## src/rtl/ifft8_stream_pkg.sv

```systemverilog
// Shared constants, FSM encoding and butterfly-pair addressing for the 8-point
// inverse add/sub transform.
package ifft8_stream_pkg;
   localparam int N     = 8;
   localparam int LOG2N = 3;

   typedef enum logic [2:0] {LOAD, ST1, ST2, ST3, EMIT} state_t;

   function automatic logic [LOG2N-1:0] stage_stride(input state_t st);
      case (st)
         ST1:     return 3'd4;
         ST2:     return 3'd2;
         ST3:     return 3'd1;
         default: return 3'd4;
      endcase
   endfunction

   // Lower index of butterfly pair j; the partner sits one stride above it.
   function automatic logic [LOG2N-1:0] pair_lo(input state_t st, input logic [1:0] j);
      case (st)
         ST2:     return {j[1], 1'b0, j[0]};
         ST3:     return {j, 1'b0};
         default: return {1'b0, j};
      endcase
   endfunction
endpackage

```

## src/rtl/ifft8_stream_if.sv

```systemverilog
// Bin input stream and sample output stream of ifft8_stream.
interface ifft8_stream_if
   import ifft8_stream_pkg::*;
#(parameter int IN_W = 11);
   logic                   in_valid;
   logic                   in_ready;
   logic signed [IN_W-1:0] in_data;
   logic                   out_valid;
   logic                   out_ready;
   logic signed [IN_W-1:0] out_data;
   logic [LOG2N-1:0]       out_idx;
   logic                   frame_done;

   modport slave (
      input  in_valid, in_data, out_ready,
      output in_ready, out_valid, out_data, out_idx, frame_done
   );

   modport master (
      output in_valid, in_data, out_ready,
      input  in_ready, out_valid, out_data, out_idx, frame_done
   );
endinterface

```

## src/rtl/ifft8_stream_bfly.sv

```systemverilog
// Combinational radix-2 add/sub butterfly; wide enough that it never overflows.
module ifft_bfly #(
   parameter int W = 14
) (
   input  logic signed [W-1:0] a,
   input  logic signed [W-1:0] b,
   output logic signed [W-1:0] sum,
   output logic signed [W-1:0] diff
);
   assign sum  = a + b;
   assign diff = a - b;
endmodule

```

## src/rtl/ifft8_stream.sv

```systemverilog
// 8-point inverse Sylvester-Hadamard transform: load 8 bins, three in-place
// butterfly stages (one per clock), then stream y[n] = floor(sum/8) in order.
module ifft8_stream
   import ifft8_stream_pkg::*;
#(
   parameter int IN_W = 11
) (
   input  logic           c,
   input  logic           r,
   input  logic           e,
   ifft8_stream_if.slave  io
);
   localparam int W = IN_W + LOG2N;

   state_t                state_q, state_d;
   logic [LOG2N-1:0]      cnt_q, cnt_d;
   logic signed [W-1:0]   mem_q [N];
   logic                  wr_in, wr_bf;
   logic [LOG2N-1:0]      lo_idx [N/2];
   logic [LOG2N-1:0]      hi_idx [N/2];
   logic signed [W-1:0]   bf_a [N/2];
   logic signed [W-1:0]   bf_b [N/2];
   logic signed [W-1:0]   bf_s [N/2];
   logic signed [W-1:0]   bf_d [N/2];

   // Arithmetic shift floors toward -inf; the result always fits in IN_W bits.
   function automatic logic signed [IN_W-1:0] scale_out(input logic signed [W-1:0] v);
      logic signed [W-1:0] sh;
      sh = v >>> LOG2N;
      return sh[IN_W-1:0];
   endfunction

   always_comb begin
      for (int j = 0; j < N/2; j++) begin
         lo_idx[j] = pair_lo(state_q, 2'(j));
         hi_idx[j] = lo_idx[j] + stage_stride(state_q);
         bf_a[j]   = mem_q[lo_idx[j]];
         bf_b[j]   = mem_q[hi_idx[j]];
      end
   end

   for (genvar j = 0; j < N/2; j++) begin : g_bfly
      ifft_bfly #(.W(W)) u_bfly (
         .a    (bf_a[j]),
         .b    (bf_b[j]),
         .sum  (bf_s[j]),
         .diff (bf_d[j])
      );
   end

   always_comb begin
      state_d        = state_q;
      cnt_d          = cnt_q;
      wr_in          = 1'b0;
      wr_bf          = 1'b0;
      io.in_ready    = 1'b0;
      io.out_valid   = 1'b0;
      io.frame_done  = 1'b0;
      case (state_q)
         LOAD: begin
            io.in_ready = e & ~r;
            if (io.in_valid && io.in_ready) begin
               wr_in = 1'b1;
               cnt_d = cnt_q + 3'd1;
               if (cnt_q == 3'(N-1)) state_d = ST1;
            end
         end
         ST1: begin
            wr_bf = e;
            if (e) state_d = ST2;
         end
         ST2: begin
            wr_bf = e;
            if (e) state_d = ST3;
         end
         ST3: begin
            wr_bf = e;
            if (e) state_d = EMIT;
         end
         EMIT: begin
            io.out_valid = e & ~r;
            if (io.out_valid && io.out_ready) begin
               cnt_d = cnt_q + 3'd1;
               if (cnt_q == 3'(N-1)) begin
                  io.frame_done = 1'b1;
                  state_d       = LOAD;
               end
            end
         end
         default: state_d = LOAD;
      endcase
   end

   assign io.out_data = scale_out(mem_q[cnt_q]);
   assign io.out_idx  = cnt_q;

   always_ff @(posedge c or posedge r) begin
      if (r) begin
         state_q <= LOAD;
         cnt_q   <= '0;
         for (int i = 0; i < N; i++) mem_q[i] <= '0;
      end else if (e) begin
         state_q <= state_d;
         cnt_q   <= cnt_d;
         if (wr_in) mem_q[cnt_q] <= {{LOG2N{io.in_data[IN_W-1]}}, io.in_data};
         // In-place butterflies: each pair overwrites its own two slots.
         if (wr_bf) begin
            for (int j = 0; j < N/2; j++) begin
               mem_q[lo_idx[j]] <= bf_s[j];
               mem_q[hi_idx[j]] <= bf_d[j];
            end
         end
      end
   end
endmodule

```

## src/flat_wrapper.sv

```systemverilog
// flat-port wrapper written by rule: the top's interface ports become plain ports
module ifft8_stream_flat import ifft8_stream_pkg::*;
#(
   parameter int IN_W = 11
)
  (c, r, e, io_in_valid, io_in_data, io_out_ready, io_in_ready, io_out_valid, io_out_data, io_out_idx, io_frame_done);
  ifft8_stream_if #(.IN_W(IN_W)) io_i ();
  input  logic c;
  input  logic r;
  input  logic e;
  input wire logic [$bits(io_i.in_valid)-1:0] io_in_valid;
  input wire logic [$bits(io_i.in_data)-1:0] io_in_data;
  input wire logic [$bits(io_i.out_ready)-1:0] io_out_ready;
  output wire logic [$bits(io_i.in_ready)-1:0] io_in_ready;
  output wire logic [$bits(io_i.out_valid)-1:0] io_out_valid;
  output wire logic [$bits(io_i.out_data)-1:0] io_out_data;
  output wire logic [$bits(io_i.out_idx)-1:0] io_out_idx;
  output wire logic [$bits(io_i.frame_done)-1:0] io_frame_done;
  assign io_i.in_valid = io_in_valid;
  assign io_i.in_data = io_in_data;
  assign io_i.out_ready = io_out_ready;
  assign io_in_ready = io_i.in_ready;
  assign io_out_valid = io_i.out_valid;
  assign io_out_data = io_i.out_data;
  assign io_out_idx = io_i.out_idx;
  assign io_frame_done = io_i.frame_done;
  ifft8_stream #(.IN_W(IN_W)) u_core (.c(c), .r(r), .e(e), .io(io_i));
endmodule
```

## config.mk

```make
export PLATFORM = sky130hd
export DESIGN_NAME = ifft8_stream_flat
export DESIGN_NICKNAME = d
export VERILOG_FILES = /design/src/rtl/ifft8_stream_pkg.sv /design/src/rtl/ifft8_stream_if.sv /design/src/rtl/ifft8_stream_bfly.sv /design/src/rtl/ifft8_stream.sv /design/src/flat_wrapper.sv
export SDC_FILE = /design/constraint.sdc
export NUM_CORES = 1
export LEC_CHECK = 0
export BUFFER_PORTS_ARGS = -buffer_cell sky130_fd_sc_hd__buf_2
export CAP_MARGIN = 30
export CORE_MARGIN = 1
export CORE_UTILIZATION = 61
export DETAILED_ROUTE_END_ITERATION = 16
export PLACE_DENSITY_LB_ADDON = 0.3
export SYNTH_ARGS = -nofsm -noshare
export SYNTH_HDL_FRONTEND = slang
export SYNTH_SLANG_ARGS = --single-unit
```

## constraint.sdc

```tcl
create_clock -name c -period 5.3 [get_ports c]
set_input_delay 0 -clock c [delete_from_list [all_inputs] [get_ports c]]
set_output_delay 0 -clock c [all_outputs]
set_load 0.01 [all_outputs]
```

# After elaboration in Yosys (flattened, before gate mapping)
# Cells that the tools add are included.
# op_classes
n_addsub	12
order_cmp	16
n_eq_ne	10
mux	71
bitwise	10
n_reduce_logical	17
# ops
cell	count
$bwmux W112	8
$bmux W14 S3	8
$demux W14 S3	8
$mux W112	3
$mux W14	24
$add A14 B14 Y14	4
$sub A14 B14 Y14	4
$ge A4 B4 Y1 const B	8
$lt A4 B1 Y1 const B	8
$not A3 Y4	8
$mux W3	7
$pmux W3 S2	3
$pmux W3 S5	1
$logic_and A1 B1 Y1	10
$add A3 B3 Y3	3
$mux W1	8
$ne A2 B1 Y1 const B	4
$eq A3 B2 Y1 const B	2
$eq A3 B3 Y1 const B	2
$reduce_and A5 Y1	1
$reduce_and A4 Y1	1
$add A3 B1 Y3 const B	1
$eq A3 B1 Y1 const B	1
$logic_not A3 Y1	1
8 further kinds	8
# totals
reg_bits	118

# Logic depth before layout (Yosys ltp)
# depth
ltp_word	16
depth_mapped	20

# Hierarchy
# Synthesis repeated with hierarchy kept, for this count alone.
# unflattened
hier_cells	2602
hier_area_um2	20045.5
# by_module_without_submodules
mod	instances	cells_each	area_each_um2	seq_area_each_um2
ifft8_stream	1	1803	14362.5	2952.8
ifft_bfly at u_core.g_bfly[1].u_bfly ...	2	203	1456.4	0.0
ifft_bfly at u_core.g_bfly[0].u_bfly	1	201	1432.6	0.0
ifft_bfly at u_core.g_bfly[3].u_bfly	1	192	1337.5	0.0

# Least setup slack after synthesis
# OpenSTA, ideal clock, no wires.
# synth_path
path_kind	register to register
start	register u_core.state_q[1]
end	register u_core.mem_q[52] in the netlist's numbering
t_arrival_ns	4.199
required_ns	5.179
slack_ns	0.980
path_stages_with_launch	20
period_less_slack_ns	4.320
path_cell_list	dfrtp_1 -> buf_2 -> nand2b_1 -> clkbuf_1 -> clkbuf_1 -> buf_1 -> buf_1 -> nand2_1 -> o21ai_0 -> ha_1 -> inv_1 -> fa_1 -> or2b_2 -> a221oi_2 -> or4_1 -> a311o_1 -> xnor2_2 -> nor3_1 -> a211o_1 -> a22o_1
# synth_between
elab_chain_len	15
# synth_rtl
element	line_no	source
from (decl)	ifft8_stream.sv:15	state_t state_q, state_d;
from (signal assigned)	ifft8_stream.sv:103	state_q <= state_d;
$eq A3 B2 Y1	ifft8_stream_pkg.sv:10, ifft8_stream_pkg.sv:20, ifft8_stream.sv:59	
$pmux W3 S2 / $mux W2 (equally long branches)	ifft8_stream_pkg.sv:10, ifft8_stream_pkg.sv:20	
$add A3 B3 Y3 / $not A3 Y4 (equally long branches)	ifft8_stream.sv:36, ifft8_stream.sv:38, ifft8_stream.sv:110	
$not A3 Y4 (not written as such) (tied with other cells)	ifft8_stream.sv:38, ifft8_stream.sv:110	
$bmux W14 S3 (tied with other cells)	ifft8_stream.sv:38	bf_b[j] = mem_q[hi_idx[j]];
$mux W14, on equally long branches	ifft8_stream.sv:38, ifft8_stream.sv:110	
$mux W14 (not written as such) (tied with other cells)	ifft8_stream.sv:38	
$add A14 B14 Y14 / $bwmux W112 (equally long branches)	ifft8_stream_bfly.sv:10, ifft8_stream.sv:110	
$bwmux W112	ifft8_stream.sv:109	mem_q[lo_idx[j]] <= bf_s[j];
$bwmux W112	ifft8_stream.sv:110	mem_q[hi_idx[j]] <= bf_d[j];
$bwmux W112	ifft8_stream.sv:109	
$bwmux W112	ifft8_stream.sv:110	
$bwmux W112	ifft8_stream.sv:109	
$bwmux W112	ifft8_stream.sv:110	
$mux W112 *	ifft8_stream.sv:107	if (wr_bf) begin
to (signal, indexed assignment)	ifft8_stream.sv:105	if (wr_in) mem_q[cnt_q] <= {{LOG2N{io.in_data[IN_W-1]}}, io.in_data};
to (signal, indexed assignment)	ifft8_stream.sv:109	
to (signal, indexed assignment)	ifft8_stream.sv:110	
to (decl)	ifft8_stream.sv:17	logic signed [W-1:0] mem_q [N];
# Every way passes the cells marked *; elsewhere a longest branch is shown, timed or not. The select of a mux whose other input is x is not followed.
# A chain may end at the register's enable or synchronous reset.

# Worst setup path in the final report
# layout_path
start	register u_core.state_q[0]
end	register u_core.mem_q[41] in the netlist's numbering
# The elaborated chain is that of the path after synthesis.

==> impl_metrics.toml <==
[logic_synthesis]
synthSimpleGateAreaFrac_pct = 20.7
netlist_area_um2 = 13200
ys_async_sr_fraction_pct = 100
yosysSeqAreaShare_pct = 22.3
synth_compound_area_share_pct = 26.6
synth.distinct_cells = 86
netlist_instances = 1800
synthAdderAreaFrac_pct = 11.2
synthTopCellsByArea = "dfrtp_1 22%, ha_1 10%, nand2_1 8.5%"
synth-edff-count = 0
netlist.top_cell.by_area = "dfrtp_1"
avgSynthCellArea_um2 = 7.36
synth_mux_area_share_pct = 5.59
synth.net_count = 1930
synth_warnings = 0
ys.flop_type = "dfrtp_1"
synth_top_family_by_area = "compound AO/OA/AOI/OAI gates"
yosysTopAreaCellShare_pct = 22.3
synth_seq_cells = 118
synth-xor-area-share_pct = 6.40

[global_route]
antenna_found_initial = 0
grtUsageTotal_pct = 44.5
grt-ovfl-total = 0
grt_max_degree = 110
grt_pass1_vias = 12900
grt_pass1_wl_um = 74200

[routing]
ant_nets = 0
first_pass_iters = 9
drtIter0Drc = 1829
drt_wl_total_um = 49100
drc = 0
vias_per_cell = 6.82
wl_per_cell_um = 24.0
vias = 13900

[clock_network]
numCtsBuffers = 17
clock_latency_ns = 0.44
cts_max_level = 4
cts_sinks = 118
path_clk_slew_ns = 0.06
cts.path.max_buffers = 2
cts_tree = "done"
cts-root-buf = "clkbuf_16"

[floorplanning]
die_y_um = 149
ios = 33
die_area_um2 = 22300
placementRows = 53
die_w_um = 149
initial_core_util_pct = 62.6
design.core.area_um2 = 21200

[critical_path]
end_kind = "flip-flop"
cp.required_ns = 5.65
cp-start-kind = "flip-flop"
arrival_ns = 5.07
worstPathMaxFanout = 10
crit_type = "reg2reg"

[sta]
skew_ns = 0.0110
hold_viol_final = 0
fmax_mhz = 212
max_slew_margin_pct = 35.2
tightest_slew_ns = 0.962
setup_viol = 0
setup_tns_ns = 0
period_minus_slack_ns = 4.72
drv_slew = 0
rsz0062_at_grt = "false"
fin_hold_ws_ns = 0.0316
period_share_pct = 89.1

[cells_and_area]
n_antenna_cell = 0
fin_cells = 2042
layout_commonest_cell = "nand2_1"
drive_gt1_share_pct = 8.66
nets = 1885
area_delta_synth_final_pct = 6.69
layout_common_cells = "299 x nand2_1, 164 x nor2_1, 156 x a21oi_1"

[place]
gp_congestion = 0.991
place_inst = 2000
port_buffers = 32
place_hpwl_um = 35600

[outcome]
run_status = "completed"

[run]
maxCapViolCount = 0

[min_path]
hp-class = "in2reg"
worst paths after layout:
check | start | to | slack (ns) | cells past startpoint
setup / recovery | u_core.state_q[0] | u_core.mem_q[41] | 0.58 | 18
hold / removal | io_in_data[1] | u_core.mem_q[1] | 0.03 | 3
setup reg to reg | u_core.state_q[0] | u_core.mem_q[41] | 0.58 | 18
hold reg to reg | u_core.mem_q[19] | u_core.mem_q[19] | 0.57 | 2
max in group asynchronous | r | u_core.mem_q[71] | 3.60 | 4
min in group asynchronous | r | u_core.mem_q[94] | 0.32 | 3
critical path, cell delays in order, from the launching register on:
cell and delay (ns):
dfrtp_4 0.51, nor4b_4 0.41, and2_1 0.30, nand3_2 0.29
buf_4 0.29, nand2_1 0.07, nand3_1 0.07, o21ai_0 0.10
o21ai_0 0.17, ha_1 0.51, nor3_1 0.10, nor2_1 0.20
o41ai_1 0.12, buf_4 0.17, or3_1 0.38, a31oi_1 0.18
xor2_1 0.42, o211ai_1 0.13, a21oi_1 0.20
cell families after synthesis:
family / Yosys count
muxes: 65
xor gates and xnor gates: 96
and+or+nand+nor: 627
buffers and inverters: 242
DFF: 118
adders and majority gates: 114
AOI/OAI and AO/OA: 538
routing by layer:
layer  GRT usage [%]  wire (um)  vias to the layer above
li1                -          -                     6246
met2            70.5      21800                      949
met1            53.0      18000                     6442
met3            9.27       4820                      298
met4            33.7       4450                        0
met5               0          0                        -
stage by stage:
| step | instance area, um^2 | util (%) | worst slack, ns |
|---|---|---|---|
| 3_5_place_dp | 13500 | 63.7 | 0.764 |
| 5_1_grt | 14100 | 66.8 | 0.357 |
| 2_1_floorplan | 13200 | - | 0.980 |
| 6_report | 14100 | 66.8 | 0.578 |
| 4_1_cts | 14100 | 66.8 | 0.722 |
| 3_3_place_gp | 13500 | 63.7 | 0.863 |
flip-flops by register name, summed over array words and instances, names as in the netlist:
register           flops
u_core.state_q         3
u_core.io.out_idx      3
u_core.mem_q         112
repair_timing:
item | 4_1_cts | 5_1_grt
gates resized for setup | 0 | 0
setup buffers | 0 | 0
hold buffers | 11 | 0
hold endpoints to repair | 82 | 0
final cells by class:
type	instances	area, um^2
multi-input combinational	1440	9370
fill	1892	7020
sequential	118	2960
timing repair buffer	72	513
clock buffer	20	447
inverter	106	400
tap	275	344
clock inverter	11	101
cell usage after synthesis, drive strengths merged, types with 39 or more instances:
cell	count
nand2	300
nor2	166
a21oi	157
dfrtp	118
o21ai	117
ha	106
inv	106
clkbuf	93
xnor2	72
mux2i	47
buf	43
nor3	39
Power is left out: the tool's default activity adds up to more than one toggle a clock period on the data nets, which glitch-free logic cannot reach.
